===== config.mk =====
export PLATFORM = sky130hd
export DESIGN_NAME = bcd_multi_counter_flat
export DESIGN_NICKNAME = d
export VERILOG_FILES = /design/src/rtl/bcd_multi_counter_if.sv /design/src/rtl/bcd_multi_counter.sv /design/src/flat_wrapper.sv
export SDC_FILE = /design/constraint.sdc
export NUM_CORES = 1
export LEC_CHECK = 0
export CAP_MARGIN = 20
export CORE_MARGIN = 5
export CORE_UTILIZATION = 50
export CTS_BUF_LIST = sky130_fd_sc_hd__clkbuf_16
export DETAILED_ROUTE_END_ITERATION = 10
export HOLD_SLACK_MARGIN = 0.1
export PLACE_DENSITY = 0.87
export RECOVER_POWER = 50
export REMOVE_ABC_BUFFERS = 1
export SETUP_SLACK_MARGIN = 0.02
export SLEW_MARGIN = 20
export SYNTH_ARGS = -nofsm -noshare
export SYNTH_HDL_FRONTEND = slang
export SYNTH_SLANG_ARGS = --single-unit

===== constraint.sdc =====
create_clock -name i_clk -period 2.15 [get_ports i_clk]
set_input_delay 0.5375 -clock i_clk [delete_from_list [all_inputs] [get_ports i_clk]]
set_output_delay 0.5375 -clock i_clk [all_outputs]
set_load 0.005 [all_outputs]

===== src/rtl/bcd_multi_counter_if.sv =====
// rtl/bcd_multi_counter_if.sv - control and display bundle for bcd_multi_counter
//
// Ports (slave = counter side):
//   i_clear     clear digits, prescalers and scan index
//   i_load      load i_load_val (BCD, digit k at [4k+3:4k])
//   i_up        count direction, 1 = up
//   i_hold      drop count ticks while high
//   o_bcd       registered count
//   o_wrap      one-cycle wrap pulse
//   o_seg       static segments, digit k at [7k+6:7k]
//   o_scan_seg  segments of the scanned digit
//   o_scan_sel  one-hot scanned digit select
interface bcd_multi_counter_if #(
  parameter int DIGITS = 4
);
  logic                  i_clear;
  logic                  i_load;
  logic [4*DIGITS-1:0]   i_load_val;
  logic                  i_up;
  logic                  i_hold;
  logic [4*DIGITS-1:0]   o_bcd;
  logic                  o_wrap;
  logic [7*DIGITS-1:0]   o_seg;
  logic [6:0]            o_scan_seg;
  logic [DIGITS-1:0]     o_scan_sel;

  modport master (
    output i_clear, i_load, i_load_val, i_up, i_hold,
    input  o_bcd, o_wrap, o_seg, o_scan_seg, o_scan_sel
  );

  modport slave (
    input  i_clear, i_load, i_load_val, i_up, i_hold,
    output o_bcd, o_wrap, o_seg, o_scan_seg, o_scan_sel
  );
endinterface


===== src/rtl/bcd_multi_counter.sv =====
// rtl/bcd_multi_counter.sv - N-digit BCD counter with prescalers and 7-segment drive
//
// Ports:
//   i_clk  system clock
//   rst_n  asynchronous active-low reset
//   bus    bcd_multi_counter_if.slave (controls in, count and segment drive out)
module bcd_multi_counter #(
  parameter int DIGITS   = 4,
  parameter int TICK_DIV = 5_000_000,
  parameter int SCAN_DIV = 5000,
  parameter int LZB      = 0
) (
  input  logic                  i_clk,
  input  logic                  rst_n,
  bcd_multi_counter_if.slave    bus
);

  localparam int TW = $clog2(TICK_DIV);
  localparam int SW = $clog2(SCAN_DIV);
  localparam int IW = (DIGITS > 1) ? $clog2(DIGITS) : 1;
  localparam logic [TW-1:0] TICK_LAST = TW'(TICK_DIV - 1);
  localparam logic [SW-1:0] SCAN_LAST = SW'(SCAN_DIV - 1);
  localparam logic [IW-1:0] IDX_LAST  = IW'(DIGITS - 1);

  function automatic logic [6:0] seg7(input logic [3:0] d);
    case (d)
      4'd0:    seg7 = 7'h3F;
      4'd1:    seg7 = 7'h06;
      4'd2:    seg7 = 7'h5B;
      4'd3:    seg7 = 7'h4F;
      4'd4:    seg7 = 7'h66;
      4'd5:    seg7 = 7'h6D;
      4'd6:    seg7 = 7'h7D;
      4'd7:    seg7 = 7'h07;
      4'd8:    seg7 = 7'h7F;
      4'd9:    seg7 = 7'h6F;
      default: seg7 = 7'h00;
    endcase
  endfunction

  logic [TW-1:0]     tick_cnt_q, tick_cnt_d;
  logic [SW-1:0]     scan_cnt_q, scan_cnt_d;
  logic [IW-1:0]     scan_idx_q, scan_idx_d;
  logic [3:0]        digit_q [DIGITS];
  logic [3:0]        digit_d [DIGITS];
  logic [3:0]        step_val [DIGITS];
  logic              step_carry;
  logic              wrap_q, wrap_d;
  logic [6:0]        seg_q [DIGITS];
  logic [6:0]        seg_d [DIGITS];
  logic              zero_above;
  logic [6:0]        scan_seg_q, scan_seg_d;
  logic [DIGITS-1:0] scan_sel_q, scan_sel_d;
  logic              tick, scan_tick, eff_tick;

  assign tick      = (tick_cnt_q == TICK_LAST);
  assign scan_tick = (scan_cnt_q == SCAN_LAST);
  assign eff_tick  = tick & ~bus.i_hold;

  // Ripple one step through the digits; step_carry left set means every
  // digit rolled over, which is exactly the wrap condition.
  always_comb begin
    step_carry = 1'b1;
    for (int k = 0; k < DIGITS; k++) begin
      step_val[k] = digit_q[k];
      if (step_carry) begin
        if (bus.i_up) begin
          if (digit_q[k] >= 4'd9) begin
            step_val[k] = 4'd0;
          end else begin
            step_val[k] = digit_q[k] + 4'd1;
            step_carry  = 1'b0;
          end
        end else begin
          if (digit_q[k] == 4'd0) begin
            step_val[k] = 4'd9;
          end else begin
            step_val[k] = digit_q[k] - 4'd1;
            step_carry  = 1'b0;
          end
        end
      end
    end
  end

  always_comb begin
    tick_cnt_d = tick ? '0 : tick_cnt_q + TW'(1);
    scan_cnt_d = scan_tick ? '0 : scan_cnt_q + SW'(1);
    scan_idx_d = scan_idx_q;
    if (scan_tick) begin
      scan_idx_d = (scan_idx_q == IDX_LAST) ? '0 : scan_idx_q + IW'(1);
    end
    wrap_d = 1'b0;
    for (int k = 0; k < DIGITS; k++) begin
      digit_d[k] = digit_q[k];
    end
    if (bus.i_clear) begin
      tick_cnt_d = '0;
      scan_cnt_d = '0;
      scan_idx_d = '0;
      for (int k = 0; k < DIGITS; k++) begin
        digit_d[k] = 4'd0;
      end
    end else if (bus.i_load) begin
      for (int k = 0; k < DIGITS; k++) begin
        digit_d[k] = (bus.i_load_val[4*k +: 4] > 4'd9) ? 4'd0 : bus.i_load_val[4*k +: 4];
      end
    end else if (eff_tick) begin
      for (int k = 0; k < DIGITS; k++) begin
        digit_d[k] = step_val[k];
      end
      wrap_d = step_carry;
    end
  end

  // Segment patterns come from the registered count, so the display lags
  // o_bcd by one clock. Blanking scans from the top digit down.
  always_comb begin
    zero_above = 1'b1;
    for (int k = DIGITS - 1; k >= 0; k--) begin
      zero_above = zero_above & (digit_q[k] == 4'd0);
      seg_d[k]   = ((LZB != 0) && (k != 0) && zero_above) ? 7'h00 : seg7(digit_q[k]);
    end
    scan_seg_d = seg_d[scan_idx_q];
    scan_sel_d = '0;
    scan_sel_d[scan_idx_q] = 1'b1;
  end

  always_ff @(posedge i_clk or negedge rst_n) begin
    if (!rst_n) begin
      tick_cnt_q <= '0;
      scan_cnt_q <= '0;
      scan_idx_q <= '0;
      wrap_q     <= 1'b0;
      scan_seg_q <= 7'h3F;
      scan_sel_q <= DIGITS'(1);
      for (int k = 0; k < DIGITS; k++) begin
        digit_q[k] <= 4'd0;
        seg_q[k]   <= ((LZB == 0) || (k == 0)) ? 7'h3F : 7'h00;
      end
    end else begin
      tick_cnt_q <= tick_cnt_d;
      scan_cnt_q <= scan_cnt_d;
      scan_idx_q <= scan_idx_d;
      wrap_q     <= wrap_d;
      scan_seg_q <= scan_seg_d;
      scan_sel_q <= scan_sel_d;
      for (int k = 0; k < DIGITS; k++) begin
        digit_q[k] <= digit_d[k];
        seg_q[k]   <= seg_d[k];
      end
    end
  end

  for (genvar k = 0; k < DIGITS; k++) begin : g_out
    assign bus.o_bcd[4*k +: 4] = digit_q[k];
    assign bus.o_seg[7*k +: 7] = seg_q[k];
  end

  assign bus.o_wrap     = wrap_q;
  assign bus.o_scan_seg = scan_seg_q;
  assign bus.o_scan_sel = scan_sel_q;

endmodule


===== src/flat_wrapper.sv =====
// flat-port wrapper written by rule: the top's interface ports become plain ports
module bcd_multi_counter_flat 
#(
  parameter int DIGITS   = 4,
  parameter int TICK_DIV = 5_000_000,
  parameter int SCAN_DIV = 5000,
  parameter int LZB      = 0
)
  (i_clk, rst_n, bus_i_clear, bus_i_load, bus_i_load_val, bus_i_up, bus_i_hold, bus_o_bcd, bus_o_wrap, bus_o_seg, bus_o_scan_seg, bus_o_scan_sel);
  bcd_multi_counter_if #(.DIGITS(DIGITS)) bus_i ();
  input  logic i_clk;
  input  logic rst_n;
  input wire logic [$bits(bus_i.i_clear)-1:0] bus_i_clear;
  input wire logic [$bits(bus_i.i_load)-1:0] bus_i_load;
  input wire logic [$bits(bus_i.i_load_val)-1:0] bus_i_load_val;
  input wire logic [$bits(bus_i.i_up)-1:0] bus_i_up;
  input wire logic [$bits(bus_i.i_hold)-1:0] bus_i_hold;
  output wire logic [$bits(bus_i.o_bcd)-1:0] bus_o_bcd;
  output wire logic [$bits(bus_i.o_wrap)-1:0] bus_o_wrap;
  output wire logic [$bits(bus_i.o_seg)-1:0] bus_o_seg;
  output wire logic [$bits(bus_i.o_scan_seg)-1:0] bus_o_scan_seg;
  output wire logic [$bits(bus_i.o_scan_sel)-1:0] bus_o_scan_sel;
  assign bus_i.i_clear = bus_i_clear;
  assign bus_i.i_load = bus_i_load;
  assign bus_i.i_load_val = bus_i_load_val;
  assign bus_i.i_up = bus_i_up;
  assign bus_i.i_hold = bus_i_hold;
  assign bus_o_bcd = bus_i.o_bcd;
  assign bus_o_wrap = bus_i.o_wrap;
  assign bus_o_seg = bus_i.o_seg;
  assign bus_o_scan_seg = bus_i.o_scan_seg;
  assign bus_o_scan_sel = bus_i.o_scan_sel;
  bcd_multi_counter #(.DIGITS(DIGITS), .TICK_DIV(TICK_DIV), .SCAN_DIV(SCAN_DIV), .LZB(LZB)) u_core (.i_clk(i_clk), .rst_n(rst_n), .bus(bus_i));
endmodule

==> results of run 1 <==
[metrics by stage]
step | instance area [um^2] | hold WS (ps) | TNS [ps] | std cells
2_1_floorplan | 5350 | 242 | -10540 | 538
3_3_place_gp | 6750 | 453 | -1940 | 812
3_5_place_dp | 6750 | 465 | -2610 | 812
4_1_cts | 7070 | 245 | 0 | 829
5_1_grt | 7120 | 513 | -46.5 | 833
6_report | 7120 | 486 | 0 | 833
[registers in the layout, indices dropped and copies added, names as in the netlist]
signal,cells
u_core.bus.o_bcd,16
u_core.bus.o_scan_seg,7
u_core.bus.o_seg,28
u_core.tick_cnt_q,23
u_core.scan_idx_q,2
u_core.bus.o_scan_sel,4
u_core.bus.o_wrap,1
u_core.scan_cnt_q,13
[report_power, final]
group	switching (mW)	total, mW	internal, mW
registers	0.0782	2.05	1.97
logic	0.546	1.12	0.572
clock network	0.789	1.62	0.835
total	1.41	4.79	3.38
[cell families after synthesis]
logic type,share of synthesized area
and+or+nand+nor,0.207
AOI/OAI and AO/OA,0.136
DFF,0.438
buffers and inverters,0.0410
xor gates and xnor gates,0.0561
adders and majority gates,0.0802
muxes,0.0424
[synth_stat cells (2+ instances only)]
cell / instances
nor2_1: 73
dfrtp_1: 63
nand2_1: 39
o21ai_0: 39
ha_1: 35
a21oi_1: 31
dfstp_2: 31
inv_1: 27
nand3_1: 22
nor3_1: 21
xor2_1: 19
xnor2_1: 16
buf_2: 11
a31oi_1: 9
clkbuf_1: 8
nand4_1: 8
and3_1: 7
mux4_2: 7
nand2b_1: 6
o22ai_1: 6
nor3b_1: 5
and4_1: 4
mux2i_1: 4
a211o_1: 3
mux2_2: 3
nor4_1: 3
o2bb2ai_1: 3
o31ai_1: 3
or3_1: 3
or3b_2: 3
a21o_1: 2
a221o_1: 2
a221oi_1: 2
a22o_1: 2
buf_4: 2
clkinv_1: 2
nand4b_1: 2
nor4b_4: 2
o21bai_1: 2
o311ai_0: 2
[worst reg2reg max path, delay by kind of cell, from the launching register on]
| kind | cells | cell delay (ps) |
|---|---|---|
| DFF | 1 | 380 |
| adders and majority gates | 1 | 160 |
| buffers and inverters | 2 | 330 |
| and+or+nand+nor | 3 | 630 |
| AOI/OAI and AO/OA | 2 | 500 |
[final timing paths]
path	slack, ps	startpoint	depth (start not counted)	endpoint
max	40	u_core.bus.o_bcd[8]	8	u_core.bus.o_bcd[13]
min	490	u_core.scan_cnt_q[0]	1	u_core.scan_cnt_q[0]
max reg2reg	40	u_core.bus.o_bcd[8]	8	u_core.bus.o_bcd[13]
min reg2reg	490	u_core.scan_cnt_q[0]	1	u_core.scan_cnt_q[0]
max in group asynchronous	740	rst_n	2	u_core.bus.o_bcd[15]
min in group asynchronous	580	rst_n	2	u_core.scan_cnt_q[8]
[layer usage]
layer / vias to the layer above / track usage
met4: 0 / 0.0697
met5: - / 0
met2: 184 / 0.390
met1: 2398 / 0.287
met3: 26 / 0.0381
li1: 2236 / -
[layout make-up]
| type | count | area (um^2) | area share |
|---|---|---|---|
| multi-input cells | 415 | 2900 | 0.407 |
| flip-flops and latches | 94 | 2390 | 0.336 |
| repair buffers | 139 | 1230 | 0.173 |
| clock buffers | 9 | 225 | 0.0316 |
| well taps | 140 | 175 | 0.0246 |
| inverters | 29 | 109 | 0.0153 |
| clock inverters | 7 | 86.3 | 0.0121 |
[what timing repair did]
action | 4_1_cts | 5_1_grt
pin swaps | 0 | 4
setup buffers | 1 | 3
resized for setup | 1 | 13
cloned | 0 | 1
endpoints found under the setup margin | 3 | 32
endpoints found under the hold margin | 0 | 0
==> results_dict.tcl, run 1 <==
set metrics [dict create \
    rsz0062_at_grt "true" \
    cp-start-kind "register" \
    ys_ff_latch 94 \
    crit_arrival_ps 2340 \
    cts_tree "done" \
    grt-ovfl-total 0 \
    setup_viol 0 \
    ys_warn_count 0 \
    hold_buffers 0 \
    finClkSkew_ps 13.9 \
    syn-cell-area_um2 5460 \
    via_per_inst 5.82 \
    synth_edf_count 0 \
    wl_met2_mm 7.46 \
    cts_buffers 9 \
    drt_pass1_iterations 5 \
    layout_min_cycle_time_ps 2110 \
    nFillCells 786 \
    synth.avg_cell_area_um2 9.74 \
    crit_buf_inv 2 \
    power_density_nw_per_um2 673 \
    critPathMaxFanout 6 \
    final_max_slew_viol_count 0 \
    route.detailed.drc 0 \
    dieWidth_um 115 \
    grt_pass1_wl_mm 23.8 \
    p_leak_nw 3.08 \
    final_cell_mix "clkdlybuf4s50_1 (74), nor2_1 (73), dfrtp_1 (61)" \
    rows 38 \
    routedLengthMet1_mm 6.15 \
    crit_family "simple AND/OR/NAND/NOR gates" \
    synth_ff_type "dfrtp_1" \
    clk_pin_slew_ps 80 \
    critPathSlowestCell "dfrtp_1" \
    track_usage 0.225 \
    status "complete, no violations" \
    critPathKind "reg2reg" \
    dr_total_vias 4844 \
    slowest_delay_ps 380 \
    crit_required_ps 2380 \
    routedWlPerCell_um 17.7 \
    synth_area_leader_cell "dfrtp_1" \
    layout_commonest_cell "clkdlybuf4s50_1" \
    tightest_slew_ps 1220 \
    post-route-util 0.660 \
    portBuffers 77 \
    hp-class "reg2reg" \
    async_reset_ff_frac 1.00 \
    routabilityCongestion 0.922 \
    drive_above_1_share 0.198 \
    antenna_cells 0 \
    die-height_um 115 \
    post-route-period-util 0.980 \
    crit_chain "inv_1, ha_1, clkbuf_1, nor3b_1, o2bb2ai_1, nand2_1, nor2_1, a211o_1" \
    drv_cap 0 \
    clock_path_buffers 2 \
    synth_top_area_frac 0.289 \
    postRouteAntennaNets 0 \
    synth_seq_area_share 0.438 \
    design.die.area_um2 13100 \
    nNetsFinal 745 \
    htree_levels 3 \
    cts_sinks 94 \
    pre_cts_slack_ps -273 \
    dpl.hpwl_mm 10.9 \
    drt_iter0_drc 358 \
    syn_to_final_growth_pct 30.3 \
    end_kind "register" \
    fmax_mhz 475 \
    initial_core_util 0.506 \
    top_layer "met4" \
    syn_inst 561 \
    routed_wl_mm 14.7 \
    finalHoldViolCount 0 \
    relSlewSlack 0.188 \
    synthTopCellsByArea "dfrtp_1 (29%), dfstp_2 (15%), ha_1 (8.0%)" \
    io_pins 78 \
    coreArea_um2 10800 \
    yosysUniqueCellTypes 69 \
    wl_met3_um 850 \
    antenna_found_initial 0 \
    fin_ws_ps 42.9 \
    grt_max_degree 95 \
    clk_latency_ps 350 \
    ir_worst_vdd_v 0.000376 \
    power_mw 4.79 \
    cts-root-buf "clkbuf_16" \
    grt_pass1_vias 4822 \
]
Note: power is estimated with default switching activity, not from simulation.
==> inputs of run 2 (changes only) <==
- GPL_TIMING_DRIVEN: default -> 0
==> results_dict.tcl, run 2 (synthesized netlist as in run 1, its figures left out) <==
set metrics [dict create \
    status "complete, no violations" \
    slowest_delay_ps 400 \
    p_switching_mw 1.44 \
    htree_levels 3 \
    crit_arrival_ps 2330 \
    switching_share 0.301 \
    multi_input_area_um2 2940 \
    drive_above_1_share 0.180 \
    nNetsFinal 698 \
    gr-usage-met2 0.373 \
    power_frac_clock 0.346 \
    setup_viol 0 \
    r2r_slack_ps 60 \
    antenna_found_initial 0 \
    final_max_slew_viol_count 0 \
    route.detailed.drc 0 \
    largest_register_ffs 28 \
    portBuffers 77 \
    p_comb_frac 0.219 \
    routed_wl_mm 14.4 \
    dr_total_vias 4745 \
    hold_buffers 0 \
    critPathSlowestCell "dfrtp_1" \
    rows 38 \
    die-height_um 115 \
    layout_min_cycle_time_ps 2090 \
    fin_ws_ps 59.7 \
    clk_pin_slew_ps 80 \
    drv_cap 0 \
    syn_to_final_growth_pct 25.5 \
    cts_sinks 94 \
    crit_required_ps 2390 \
    fmax_mhz 478 \
    regArea_um2 2410 \
    post-route-util 0.635 \
    final_cell_mix "nor2_1 (73), clkdlybuf4s50_1 (73), dfrtp_1 (51)" \
    cts_buffers 9 \
    cts-root-buf "clkbuf_16" \
    r2r_start "u_core.tick_cnt_q[0]" \
    grt_max_degree 50 \
    antenna_cells 0 \
    ir_worst_vdd_v 0.000430 \
    crit_chain "ha_1, and4_4, nand4_1, nor4_2, a21oi_2, mux2_2" \
    critPathKind "reg2reg" \
    track_usage 0.216 \
    coreArea_um2 10800 \
    tightest_slew_ps 1180 \
    via_per_inst 6.04 \
    nFillCells 795 \
    grt-ovfl-total 0 \
    grt.busiest_layer "met2" \
    r2r_end "u_core.bus.o_bcd[7]" \
    grt_pass1_vias 4686 \
    hp-class "in2async" \
    rsz0062_at_grt "true" \
    routabilityCongestion 0.912 \
    initial_core_util 0.506 \
    p_leak_nw 2.85 \
    p_int_mw 3.34 \
    design.die.area_um2 13100 \
    use_met1 0.261 \
    postRouteAntennaNets 0 \
    end_kind "register" \
    power_mw 4.78 \
    grt_pass1_wl_mm 22.9 \
    finClkSkew_ps 9.43 \
    clock_path_buffers 2 \
    r2r_cells 6 \
    drt_iter0_drc 379 \
    pre_cts_slack_ps -736 \
    critPathMaxFanout 6 \
    power_density_nw_per_um2 697 \
    io_pins 78 \
    finalHoldViolCount 0 \
    cp-start-kind "register" \
    fin_setup_tns_ps 0 \
    dpl.hpwl_mm 9.90 \
    drt_pass1_iterations 5 \
    clk_latency_ps 360 \
    p_seq_frac 0.435 \
    dieWidth_um 115 \
    post-route-period-util 0.972 \
    cts_tree "done" \
    use_met3 0.0544 \
    relSlewSlack 0.214 \
    routedWlPerCell_um 18.3 \
]
==> run 2: metrics by stage <==
step / cells / hold WS, ps / instance area [um^2]
after floorplan: 538 / 242 / 5350
after global placement: 755 / 448 / 6290
final: 786 / 412 / 6850
after global routing: 786 / 519 / 6850
after detailed placement: 757 / 462 / 6330
after CTS: 782 / 215 / 6770
==> run 2: final cells by class <==
class	instances	share of cell area
sequential	94	0.351
clock buffer	9	0.0329
inverter	29	0.0164
clock inverter	7	0.0119
timing repair buffer	92	0.132
multi-input combinational	415	0.430
tap	140	0.0256
==> run 2: how the worst max path moves through the flow <==
stage | start | to | slack (ps) | depth (start not counted)
floorplan | u_core.tick_cnt_q[0] | u_core.tick_cnt_q[10] | -440 | 5
CTS | u_core.bus.o_bcd[4] | u_core.bus.o_bcd[15] | 20 | 8
detailed placement | bus_i_up | u_core.bus.o_bcd[14] | -740 | 6
global placement | rst_n | u_core.bus.o_seg[20] | -2660 | 1
global route | u_core.tick_cnt_q[7] | u_core.bus.o_bcd[9] | 6 | 6
finish | u_core.tick_cnt_q[0] | u_core.bus.o_bcd[7] | 60 | 6
==> run 2: what timing repair did <==
item / in CTS / in global routing
pin swaps: 1 / 2
gates resized for setup: 22 / 15
buffers inserted: 9 / 4
endpoints found under the hold margin: 0 / 0
cloned: 0 / 0
endpoints found under the setup margin: 18 / 27
==> run 2: worst max-delay path: cells and delay by family (launching register included) <==
family | cells | cell delay, ps
fa+ha+maj | 1 | 230
simple gates | 3 | 870
compound gates | 1 | 170
flops | 1 | 400
mux | 1 | 310
==> run 2: metal layers <==
layer  vias up  wire [um]
met2       207       7270
li1       2152          -
met5         -          0
met4         0        362
met1      2348       5580
met3        38       1150
==> run 2: power by group through the flow <==
stage | combinational (mW) | clock, mW | sequential [mW]
4_1_cts | 1.00 | 1.65 | 2.07
3_5_place_dp | 0.932 | 0 | 2.12
6_report | 1.05 | 1.65 | 2.08
2_1_floorplan | 0.416 | 0 | 2.11
3_3_place_gp | 0.889 | 0 | 2.11
5_1_grt | 1.13 | 1.73 | 2.09
==> inputs of run 3 (changes only) <==
- RECOVER_POWER: 50 -> default
==> results_dict.tcl, run 3 (synthesized netlist as in run 1, its figures left out) <==
set metrics [dict create \
    status "complete, no violations" \
    die-height_um 115 \
    nNetsFinal 698 \
    p_comb_frac 0.219 \
    post-route-util 0.636 \
    cts_tree "done" \
    critPathKind "reg2reg" \
    p_leak_nw 2.86 \
    critPathLaunch "u_core.tick_cnt_q[0]" \
    final_max_slew_viol_count 0 \
    instances_no_fill 786 \
    cts-root-buf "clkbuf_16" \
    portBuffers 77 \
    route.detailed.drc 0 \
    p_seq_frac 0.435 \
    io_pins 78 \
    power_mw 4.78 \
    routedWlPerCell_um 18.2 \
    grt_pass1_wl_mm 22.9 \
    power_frac_clock 0.346 \
    dieWidth_um 115 \
    antenna_cells 0 \
    crit_buf_inv 0 \
    initial_core_util 0.506 \
    dr_total_vias 4745 \
    fmax_mhz 483 \
    drive_above_1_share 0.183 \
    tightest_slew_ps 693 \
    p_switching_mw 1.43 \
    final_cell_mix "nor2_1 (73), clkdlybuf4s50_1 (73), dfrtp_1 (51)" \
    post-route-period-util 0.962 \
    cp-endpoint "u_core.bus.o_bcd[7]" \
    dpl.hpwl_mm 9.90 \
    rows 38 \
    power_density_nw_per_um2 696 \
    cts_buffers 9 \
    hp-class "in2async" \
    drt_pass1_iterations 6 \
    crit_required_ps 2390 \
    drt_iter0_drc 380 \
    rsz0062_at_grt "true" \
    cts_sinks 94 \
    crit_family "simple AND/OR/NAND/NOR gates" \
    r2r_start "u_core.tick_cnt_q[0]" \
    routabilityCongestion 0.912 \
    critPathMaxFanout 6 \
    crit_chain "ha_1, and4_4, nand4_1, nor4_2, a21oi_2, mux2_2" \
    ir_worst_vdd_v 0.000430 \
    hold_buffers 0 \
    grt_pass1_vias 4686 \
    r2r_cells 6 \
    via_per_inst 6.04 \
    switching_share 0.300 \
    routed_wl_mm 14.3 \
    critPathSlowestCell "dfrtp_1" \
    htree_levels 3 \
    setup_viol 0 \
    p_int_mw 3.34 \
    design.die.area_um2 13100 \
    track_usage 0.216 \
    coreArea_um2 10800 \
    r2r_end "u_core.bus.o_bcd[7]" \
    finalHoldViolCount 0 \
    crit_arrival_ps 2300 \
    slowest_delay_ps 400 \
    antenna_found_initial 0 \
    end_kind "register" \
    syn_to_final_growth_pct 25.7 \
    dp.cells 757 \
    finClkSkew_ps 9.44 \
    postRouteAntennaNets 0 \
    grt-ovfl-total 0 \
    relSlewSlack 0.538 \
    crit_cells 6 \
    grt_max_degree 50 \
    largest_register_ffs 28 \
    layout_min_cycle_time_ps 2070 \
    clock_path_buffers 2 \
    r2r_slack_ps 80 \
    clk_pin_slew_ps 80 \
    drv_cap 0 \
    cp-start-kind "register" \
    clk_latency_ps 350 \
]
run 3: cell types whose count changed in the layout (fill, tap and decap cells not counted), sizes merged:
cell    before  now
buf         13   16
clkbuf      13   10
run 3: how the worst min path moves through the flow:
stage                              start              endpoint  slack (ps)  depth (start not counted)
floorplan                          rst_n   u_core.bus.o_bcd[0]         240                          0
global placement    u_core.scan_cnt_q[0]  u_core.scan_cnt_q[0]         450                          1
detailed placement  u_core.scan_cnt_q[0]  u_core.scan_cnt_q[0]         460                          1
CTS                                rst_n  u_core.scan_cnt_q[9]         220                          1
global route                       rst_n  u_core.scan_cnt_q[9]         250                          1
finish                             rst_n  u_core.scan_cnt_q[9]         190                          1
run 3: power groups by stage:
stage | clock (mW) | sequential (mW) | combinational [mW]
global placement | 0 | 2.11 | 0.889
CTS | 1.65 | 2.07 | 1.00
global route | 1.73 | 2.09 | 1.13
detailed placement | 0 | 2.12 | 0.932
floorplan | 0 | 2.11 | 0.416
finish | 1.65 | 2.08 | 1.05
run 3: final cells by class:
class	count	area, um^2
clock buffers	9	225
repair buffers	92	917
fillers	790	3930
clock inverters	7	81.3
inverters	29	113
multi-input cells	415	2940
well taps	140	175
flip-flops and latches	94	2410
run 3: repair_timing:
| item | CTS | global route |
|---|---|---|
| resized for setup | 22 | 15 |
| hold endpoints to repair | 0 | 0 |
| pin swaps | 1 | 2 |
| setup buffers | 9 | 4 |
| endpoints found under the setup margin | 18 | 27 |
run 3: routing by layer:
metal / routed length (um) / up-vias / share of wire / global-route usage
met3: 1180 / 42 / 0.083 / 0.0544
met5: 0 / - / 0 / 0
li1: - / 2157 / - / -
met4: 386 / 0 / 0.027 / 0.0792
met2: 7200 / 220 / 0.50 / 0.373
met1: 5540 / 2326 / 0.39 / 0.261
run 3: through the flow:
| step | hold slack [ps] | area [um^2] | setup TNS [ps] | setup WS, ps |
|---|---|---|---|---|
| after CTS | 215 | 6770 | 0 | 23.9 |
| after global placement | 448 | 6290 | -259920 | -2660 |
| final | 185 | 6860 | 0 | 81.1 |
| after global routing | 249 | 6860 | 0 | 6.08 |
| after detailed placement | 462 | 6330 | -14020 | -736 |
| after floorplan | 242 | 5350 | -10540 | -445 |
